File: src/rtl/mod_counter_input.sv
// Modulus counter with a run-time terminal count: Q runs 0..FINAL_VALUE and wraps.
// done flags the terminal count combinationally while counting is enabled.
module mod_counter_input #(
  parameter int unsigned BITS = 4
) (
  input  logic            clk,
  input  logic            reset_n,
  input  logic            enable,
  input  logic [BITS-1:0] FINAL_VALUE,
  output logic [BITS-1:0] Q,
  output logic            done
);

  localparam logic [BITS-1:0] ONE = {{(BITS-1){1'b0}}, 1'b1};

  // Unsigned >= so a lowered FINAL_VALUE below Q wraps at once instead of overflowing.
  always_ff @(posedge clk) begin
    if (!reset_n) begin
      Q <= '0;
    end else if (enable) begin
      if (Q >= FINAL_VALUE) Q <= '0;
      else                  Q <= Q + ONE;
    end
  end

  always_comb begin
    done = enable && (Q == FINAL_VALUE);
  end

endmodule

File: config.mk
export PLATFORM = sky130hd
export DESIGN_NAME = mod_counter_input
export DESIGN_NICKNAME = d
export VERILOG_FILES = /design/src/rtl/mod_counter_input.sv
export SDC_FILE = /design/constraint.sdc
export NUM_CORES = 1
export LEC_CHECK = 0
export BUFFER_PORTS_ARGS = -buffer_cell sky130_fd_sc_hd__buf_2
export CAP_MARGIN = 20
export CORE_AREA = 2 2 39 41
export DETAILED_ROUTE_END_ITERATION = 10
export DIE_AREA = 0 0 41 43
export GPL_ROUTABILITY_DRIVEN = 0
export PLACE_DENSITY = 0.5
export SKIP_CTS_REPAIR_TIMING = 1
export SYNTH_ARGS = -nofsm -noshare
export SYNTH_HDL_FRONTEND = slang
export SYNTH_SLANG_ARGS = --single-unit
File: constraint.sdc
create_clock -name clk -period 2.2 [get_ports clk]
set_input_delay 0.11 -clock clk [delete_from_list [all_inputs] [get_ports clk]]
set_output_delay 0.11 -clock clk [all_outputs]
set_load 0.03 [all_outputs]
# Word-level counts from Yosys, hierarchy flattened

Index checks and enable logic that the tools add are counted.

Add/sub/neg operators: 1
Magnitude comparators: 1
Equal/unequal tests: 1
Mux-type cells: 1
Reductions and logical operators: 1

Operators with widths:

| kind                                                          | number |
|---|---|
| 4-bit by 1-bit adder with 4-bit output, second input constant | 1 |
| 4-bit == test                                                 | 1 |
| 4-bit >= comparator                                           | 1 |
| 4-bit two-way mux                                             | 1 |
| 1-bit logical AND                                             | 1 |

Flip-flop bits (word level): 4
Input bits: 7
Output and inout bits: 5
Logic and storage cells: 6

# Logic depth before layout (Yosys ltp)

Gate-level depths: netlist (run 1).

Word-level depth: 2
Depth in mapped cells: 6
Mapped depth without buffers: 6

# Worst setup path before layout (run 1)

Ideal clock, no wire load.

Path type: register to register
Start: register Q[0]
End: register Q[1]
Setup time: 0.070 ns
Data arrival time: 1.746 ns
Required time: 2.130 ns
Setup slack: 0.384 ns
Stages on the path, launching flop included: 7
Buffers on the path: 0
Period minus slack after synthesis: 1.816 ns
Cells stage by stage: dfxtp_1 > inv_1 > ha_1 > nand2b_4 > a2111oi_4 > o211ai_1 > a21boi_1

Word-level cells in the longest chain between the ends: 2
Elaborated cells between the ends (all ways): 3
Those cells by class: 1 x add/sub; 1 x order compare; 1 x mux

Ends and longest elaborated chain:

| what                                                                          | RTL line | RTL |
|---|---|---|
| start: declaration                                                            | 10       | `output logic [BITS-1:0] Q,` |
| start signal: assignment                                                      | 22       | `else Q <= Q + ONE;` |
| 4-bit by 1-bit adder with 4-bit output or 4-bit >= comparator (tied branches) | 22, 21   |  |
| 4-bit two-way mux (*)                                                         | 21       | `if (Q >= FINAL_VALUE) Q <= '0;` |

Mark *: on every way between the ends. The rest lies on a longest branch, timed or not.
A chain may end at the register's enable or synchronous reset.

# Final worst setup path (run 1)

Same ends and word-level chain as after synthesis.

==> results.sh, run 1 <==
export IMPL_run_status="finished clean"
export IMPL_postLayoutSetupSlackWorst_ns=0.465
export IMPL_wl_per_cell_um=10.1
export IMPL_port_buffers=11
export IMPL_dieWidth_um=41
export IMPL_cp_slowest_cell="a2111oi_4"
export IMPL_setup_viol=0
export IMPL_setup_tns_ns=0
export IMPL_drv_cap=0
export IMPL_pin_count=12
export IMPL_synth_common_cells="5 x ha_1, 4 x dfxtp_1, 4 x inv_1, 4 x nor2_1"
export IMPL_hp_class="in -> reg"
export IMPL_reg_top3="Q x4"
export IMPL_totalWireLength_um=675
export IMPL_syn_inst=38
export IMPL_design_core_area_sq_um=1380
export IMPL_synth_top_cell_area_share_pct=24.2
export IMPL_yosys_area_top_type="dfxtp_1"
export IMPL_cts_path_max_buffers=2
export IMPL_syn_num_nets=50
export IMPL_cts_root_buf="clkbuf_4"
export IMPL_fin_crit_sh_pct=78.9
export IMPL_critPathLaunch="Q[0]"
export IMPL_max_freq_mhz=576
export IMPL_rrSetupSlack_ns=0.46
export IMPL_synth_warnings=0
export IMPL_slew_viol_final=0
export IMPL_vdd_ir_drop_max_mv=0.311
export IMPL_antenna_left=0
export IMPL_dr_first_iter_drc_count=4
export IMPL_die_y_um=43
export IMPL_syn_area_sq_um=332
export IMPL_synth_seq_area_share_pct=24.2
export IMPL_drc_errors=0
export IMPL_critPathMaxStageDelay_ns=0.44
export IMPL_timing_hold_ws_ns=0.122
export IMPL_largest_reg_flops=4
export IMPL_r2r_start="Q[0]"
export IMPL_grt_pass1_wl_um=1000
export IMPL_synthTopCellsByArea="dfxtp_1 24%, ha_1 19%, a2111oi_4 8.3%, a21boi_1 6.8%, nand2b_1 5.7%"
export IMPL_antenna_found_initial=0
export IMPL_rsz0062_at_grt="false"
export IMPL_cellLeakagePower_uw=0.000211
export IMPL_clk_pin_slew_ns=0.04
export IMPL_start_kind="flop"
export IMPL_htreeDepth=1
export IMPL_die_area_sq_um=1760
export IMPL_tightest_slew_ns=0.370
export IMPL_synth_edf_count=0
export IMPL_place_hpwl_um=532
export IMPL_yosysMostFrequentCell="ha_1"
export IMPL_clk_latency_ns=0.24
export IMPL_numClockSinks=4
export IMPL_end_kind="flop"
export IMPL_drive_gt1_share_pct=31.4
export IMPL_vias_per_cell=4.46
export IMPL_syn2layout_area_growth_pct=27.9
export IMPL_fin_skew_ns=0.00443
export IMPL_grt_total_usage_pct=8.63
export IMPL_rows=14
export IMPL_hold_viol=0
export IMPL_regMostFlops="Q"
export IMPL_relSlewSlack_pct=75.3
export IMPL_grt_pass1_vias=249
export IMPL_gr_total_overflow=0
export IMPL_endpoint="Q[1]"
export IMPL_ys_dominant_reg_cell="dfxtp_1"
export IMPL_arrival_ns=1.90
export IMPL_vias=299
export IMPL_grt_max_degree=10
export IMPL_path_max_fanout=5
export IMPL_crit_type="reg -> reg"
export IMPL_rr_endpoint="Q[1]"
export IMPL_ys_types=18
export IMPL_cp_cell_sequence="inv_1 > ha_1 > nand2b_4 > a2111oi_4 > o211ai_1 > a21boi_1"
export IMPL_fillers=156
export IMPL_cts_tree="yes"
export IMPL_initial_core_util_pct=24.0
export IMPL_reg2reg_depth=6
export IMPL_pre_cts_ws_ns=0.466
export IMPL_cts_buffers=3
export IMPL_synth_seq_cells=4
export IMPL_diodes=0
export IMPL_post_route_min_period_ns=1.74
export IMPL_p_per_area_nw_per_um2=546
export IMPL_async_reset_ff_share_pct=0
export IMPL_dr_pass1_iters=4
export IMPL_nNetsFinal=65
export IMPL_syn_avg_cell_area_sq_um=8.73
export IMPL_cp_required_ns=2.37
[layout by cell type (no fill, tap or decap), drive strengths merged]
cell type	n
a2111oi	1
a21boi	3
a21oi	1
buf	11
clkbuf	3
dfxtp	4
ha	5
inv	4
nand2	3
nand2b	4
nand3	1
nand4	1
nor2	4
nor2b	1
o211ai	2
o21a	1
o22ai	1
xnor2	1
[cell type report]
| cell class | count | area (sq um) | share of cell area [%] |
|---|---|---|---|
| Timing Repair Buffer | 11 | 55.1 | 13.0 |
| Clock buffer | 3 | 22.5 | 5.31 |
| Sequential cell | 4 | 80.1 | 18.9 |
| Multi-Input combinational cell | 29 | 231 | 54.6 |
| Inverter | 4 | 15.0 | 3.54 |
| Tap cell | 16 | 20.0 | 4.72 |
[worst min path at each step]
stage | start | endpoint | slack, ns | depth (start not counted)
floorplan | reset_n | Q[3] | 0.23 | 2
detailed placement | reset_n | Q[3] | 0.37 | 3
global placement | reset_n | Q[3] | 0.38 | 3
global route | reset_n | Q[3] | 0.13 | 3
finish | reset_n | Q[3] | 0.12 | 3
CTS | reset_n | Q[3] | 0.12 | 3
[cell families (layout without fill, tap and decap cells)]
logic type	after synthesis	after routing	synth area share (%)
AO/OA/AOI/OAI	9	9	25.3
XOR/XNOR	1	1	2.64
adder cells (fa/ha/maj)	5	5	18.9
buffers and inverters	5	18	6.03
flip-flops	4	4	24.2
AND/OR/NAND/NOR	14	14	23.0
[power breakdown]
group	total, uW	switching (uW)	internal (uW)
sequential	80.6	4.46	76.1
combinational	59.0	31.0	28.0
clock	92.2	31.1	61.1
total	232	66.6	165
[worst max-delay path, delay by kind of cell, from the launching register on]
| family | cells | cell delay [ns] |
|---|---|---|
| fa+ha+maj | 1 | 0.31 |
| buf+inv | 1 | 0.08 |
| compound gates | 3 | 0.75 |
| simple gates | 1 | 0.15 |
| flops | 1 | 0.38 |
[per-layer routing]
layer | track usage, % | part of all wire, %
met3 | 6.28 | 11
met5 | 0 | 0
met1 | 11.3 | 47
met4 | 2.00 | 0
met2 | 11.3 | 41
[through the flow]
step,cell area (sq um),utilization (%),total power [uW],instances
after floorplan,332,-,126,38
after global placement,402,29.0,141,64
after detailed placement,402,29.0,142,64
after CTS,424,30.7,236,67
after global routing,424,30.7,248,67
final,424,30.7,232,67
Note: power is estimated with default switching activity, not from simulation.
==> run 2: changes to the inputs <==
==> constraint.sdc (replaced) <==
create_clock -name clk -period 1.7 [get_ports clk]
set_input_delay 0.085 -clock clk [delete_from_list [all_inputs] [get_ports clk]]
set_output_delay 0.085 -clock clk [all_outputs]
set_load 0.03 [all_outputs]
==> run 2 against run 1 <==
Compared with the run above: sequential power increased by 27%; worst setup slack got worse by 0.34 ns; cell count increased by 3.0%; worst hold slack lost 0.011 ns; combinational power rose by 43%; global-route usage increased by 2.2 points; flip-flop and latch count is the same; die area stayed put; first-iteration DRC count fell by 25%; critical path depth is the same; count of clock-buffer cells in the layout stayed put; sequential share of layout area is 0.41 points lower; critical endpoint unchanged; largest power group unchanged; highest routed layer is now met4.
==> results.sh, run 2 (synthesized netlist as in run 1, its figures left out) <==
export IMPL_end_kind="flop"
export IMPL_fillers=154
export IMPL_intPower_uw=219
export IMPL_grt_max_degree=10
export IMPL_grt_total_usage_pct=10.9
export IMPL_place_hpwl_um=586
export IMPL_critPathLaunch="Q[0]"
export IMPL_mostFrequentLayoutCell="buf_2"
export IMPL_design_core_area_sq_um=1380
export IMPL_wl_per_cell_um=10.3
export IMPL_die_area_sq_um=1760
export IMPL_clk_latency_ns=0.24
export IMPL_fin_skew_ns=0.00526
export IMPL_p_per_area_nw_per_um2=690
export IMPL_comb_power_share_pct=27.8
export IMPL_cts_tree="yes"
export IMPL_port_buffers=11
export IMPL_drv_cap=0
export IMPL_clk_pin_slew_ns=0.04
export IMPL_tightest_slew_ns=0.358
export IMPL_die_y_um=43
export IMPL_numClockSinks=4
export IMPL_regMostFlops="Q"
export IMPL_rsz0062_at_grt="false"
export IMPL_reg_top3="Q x4"
export IMPL_grt_pass1_vias=275
export IMPL_vdd_ir_drop_max_mv=0.252
export IMPL_placed_cells=66
export IMPL_rows=14
export IMPL_grt_pass1_wl_um=1200
export IMPL_final_cell_mix="11 x buf_2, 5 x ha_1, 4 x inv_1, 4 x nor2_1"
export IMPL_dieWidth_um=41
export IMPL_cts_buffers=3
export IMPL_hold_viol=0
export IMPL_r2r_start="Q[0]"
export IMPL_setup_viol=0
export IMPL_largest_reg_flops=4
export IMPL_slew_viol_final=0
export IMPL_syn2layout_area_growth_pct=32.8
export IMPL_antenna_left=0
export IMPL_path_max_fanout=4
export IMPL_start_kind="flop"
export IMPL_drive_gt1_share_pct=35.8
export IMPL_hp_class="in -> reg"
export IMPL_arrival_ns=1.74
export IMPL_power_share_clock_pct=38.7
export IMPL_antenna_found_initial=0
export IMPL_gr_total_overflow=0
export IMPL_run_status="finished clean"
export IMPL_cellLeakagePower_uw=0.000222
export IMPL_cp_required_ns=1.86
export IMPL_diodes=0
export IMPL_vias_per_cell=4.57
export IMPL_finalNonFillerCells=69
export IMPL_initial_core_util_pct=24.0
export IMPL_power_share_sequential_pct=33.5
export IMPL_cts_path_max_buffers=2
export IMPL_fin_crit_sh_pct=92.5
export IMPL_crit_type="reg -> reg"
export IMPL_p_sw_share_pct=28.0
export IMPL_htreeDepth=1
export IMPL_holdCritStartpoint="reset_n"
export IMPL_post_route_min_period_ns=1.57
export IMPL_totalWireLength_um=708
export IMPL_pin_count=12
export IMPL_max_freq_mhz=636
export IMPL_power_switching_uw=85.1
export IMPL_nNetsFinal=67
export IMPL_setup_tns_ns=0
export IMPL_dr_pass1_iters=3
export IMPL_vias=315
export IMPL_relSlewSlack_pct=76.1
export IMPL_dr_first_iter_drc_count=3
export IMPL_cts_root_buf="clkbuf_4"
export IMPL_drc_errors=0
-- run 2: cell types whose count changed in the layout (fill, tap and decap cells not counted) --
cell and change:
buf_4 +2, dfxtp_1 -1, dfxtp_2 +1
-- run 2: worst max-delay path: stages, from the launching register on --
cell	delay [ns]
dfxtp_2	0.31
inv_1	0.05
ha_1	0.30
nand2b_4	0.15
a2111oi_4	0.37
o211ai_1	0.15
a21boi_1	0.15
-- run 2: layout make-up --
class | count | area [sq um] | share of cell area (%)
Tap cell | 16 | 20.0 | 4.55
Multi-Input combinational cell | 29 | 231 | 52.6
Timing Repair Buffer | 13 | 70.1 | 15.9
Sequential cell | 4 | 81.3 | 18.5
Inverter | 4 | 15.0 | 3.41
Clock buffer | 3 | 22.5 | 5.11
-- run 2: path summary, 6_finish.rpt --
check	cells past startpoint	end	slack, ns
max	6	Q[1]	0.13
min	3	Q[3]	0.11
max reg2reg	6	Q[1]	0.13
min reg2reg	2	Q[2]	0.54
-- run 2: power groups by stage --
stage	registers (uW)	clock network [uW]	logic, uW
floorplan	113	0	50.1
global placement	103	0	83.9
detailed placement	103	0	84.7
CTS	102	125	85.1
global route	102	129	95.2
finish	102	118	84.3
-- run 2: per-stage QoR --
step | instance area (sq um) | util [%] | hold WS (ns) | power (uW) | worst slack, ns
6_report | 440 | 31.8 | 0.111 | 304 | 0.127
5_1_grt | 440 | 31.8 | 0.126 | 326 | 0.00544
4_1_cts | 440 | 31.8 | 0.104 | 312 | 0.0602
3_5_place_dp | 418 | 30.2 | 0.351 | 188 | 0.0765
3_3_place_gp | 418 | 30.2 | 0.345 | 187 | 0.0814
2_1_floorplan | 333 | - | 0.201 | 163 | 0.0197
-- run 2: layer usage --
layer / vias to the layer above / GRT usage, % / part of all wire (%)
li1: 164 / - / -
met1: 140 / 12.3 / 44
met2: 7 / 14.4 / 46
met3: 4 / 4.71 / 5.1
met4: 0 / 10.0 / 4.7
met5: - / 0 / 0
==> run 3: changes to the inputs <==
==> constraint.sdc (replaced) <==
create_clock -name clk -period 1.8 [get_ports clk]
set_input_delay 0.09 -clock clk [delete_from_list [all_inputs] [get_ports clk]]
set_output_delay 0.09 -clock clk [all_outputs]
set_load 0.03 [all_outputs]
==> run 3 against run 2 <==
Compared with the run above: sequential share of layout area up 0.65 points; sequential power about the same; combinational power down 16%; cell count down 2.9%; clock skew down 0.0026 ns; worst setup slack better by 0.047 ns; die area unchanged; via count down 6.3%; critical endpoint unchanged; largest cell class unchanged.
==> results.sh, run 3 (synthesized netlist as in run 1, its figures left out) <==
export IMPL_run_status="finished clean"
export IMPL_diodes=0
export IMPL_cts_path_max_buffers=2
export IMPL_pin_count=12
export IMPL_port_buffers=11
export IMPL_antenna_left=0
export IMPL_clk_pin_slew_ns=0.04
export IMPL_drc_errors=0
export IMPL_dieWidth_um=41
export IMPL_gr_total_overflow=0
export IMPL_end_kind="flop"
export IMPL_mostFrequentLayoutCell="buf_2"
export IMPL_dr_pass1_iters=2
export IMPL_p_per_area_nw_per_um2=650
export IMPL_die_y_um=43
export IMPL_timing_hold_ws_ns=0.112
export IMPL_syn2layout_area_growth_pct=28.3
export IMPL_grt_max_degree=10
export IMPL_setup_viol=0
export IMPL_grt_pass1_vias=283
export IMPL_placed_cells=64
export IMPL_max_freq_mhz=615
export IMPL_setup_tns_ns=0
export IMPL_wl_per_cell_um=9.72
export IMPL_grt_pass1_wl_um=1010
export IMPL_design_core_area_sq_um=1380
export IMPL_drive_gt1_share_pct=33.3
export IMPL_crit_type="reg -> reg"
export IMPL_vias=295
export IMPL_fin_skew_ns=0.00266
export IMPL_totalWireLength_um=651
export IMPL_initial_core_util_pct=24.0
export IMPL_slew_viol_final=0
export IMPL_reg_top3="Q x4"
export IMPL_regMostFlops="Q"
export IMPL_cellLeakagePower_uw=0.000211
export IMPL_whs_path_depth=3
export IMPL_antenna_found_initial=0
export IMPL_fillers=164
export IMPL_cts_tree="yes"
export IMPL_rows=14
export IMPL_hp_class="in -> reg"
export IMPL_final_util_pct=30.7
export IMPL_reg2reg_depth=6
export IMPL_nNetsFinal=65
export IMPL_arrival_ns=1.78
export IMPL_hold_viol=0
export IMPL_final_cell_mix="11 x buf_2, 5 x ha_1, 4 x inv_1, 4 x nor2_1"
export IMPL_start_kind="flop"
export IMPL_tightest_slew_ns=0.334
export IMPL_cts_buffers=3
export IMPL_rsz0062_at_grt="false"
export IMPL_relSlewSlack_pct=77.7
export IMPL_final_area_sq_um=425
export IMPL_numClockSinks=4
export IMPL_finalNonFillerCells=67
export IMPL_grt_total_usage_pct=8.72
export IMPL_path_max_fanout=5
export IMPL_drv_cap=0
export IMPL_place_hpwl_um=544
export IMPL_post_route_min_period_ns=1.63
export IMPL_dpl_cell_area_sq_um=403
export IMPL_vias_per_cell=4.40
export IMPL_htreeDepth=1
export IMPL_cp_required_ns=1.96
export IMPL_dr_first_iter_drc_count=1
export IMPL_largest_reg_flops=4
export IMPL_fin_crit_sh_pct=90.3
export IMPL_cts_root_buf="clkbuf_4"
export IMPL_vdd_ir_drop_max_mv=0.236
export IMPL_clk_latency_ns=0.23
export IMPL_die_area_sq_um=1760
## run 3: changes by cell type in the layout (fill, tap and decap cells not counted)
cell,delta
buf_4,-2
## run 3: layout make-up
cell class / count / area [sq um] / share of cell area [%]
well taps: 16 / 20.0 / 4.71
multi-input cells: 29 / 231 / 54.4
repair buffers: 11 / 55.1 / 12.9
flip-flops and latches: 4 / 81.3 / 19.1
clock buffers: 3 / 22.5 / 5.29
inverters: 4 / 15.0 / 3.53
## run 3: critical path, cell delays in order, from the launching register on
cell and delay (ns):
dfxtp_2 0.36, inv_1 0.07, ha_1 0.31, nand2b_4 0.15, a2111oi_4 0.35, o211ai_1 0.16, a21boi_1 0.16
## run 3: final timing paths
kind                            slack [ns]  startpoint    to
worst max-delay path                  0.17        Q[0]  Q[1]
worst min register to register        0.52        Q[0]  Q[0]
worst min-delay path                  0.11     reset_n  Q[3]
worst max register to register        0.17        Q[0]  Q[1]
## run 3: power breakdown
group / switching, uW / leakage (uW) / internal, uW
sequential: 5.63 / 0.0000329 / 93.6
clock: 32.8 / 0.0000138 / 74.3
combinational: 36.0 / 0.000165 / 34.4
total: 74.5 / 0.000211 / 202
## run 3: per-stage QoR
step	worst slack, ns	total power [uW]
final	0.174	277
after global routing	0.0484	296
after CTS	0.0855	288
after detailed placement	0.104	172
after global placement	0.137	172
after floorplan	0.120	154
## run 3: layer usage
metal	vias up	track usage, %	share of wire, %	wire, um
li1	160	-	-	-
met1	130	8.95	43	277
met2	5	13.8	53	345
met3	0	1.57	4.3	28
met4	0	8.00	0	0
met5	-	0	0	0
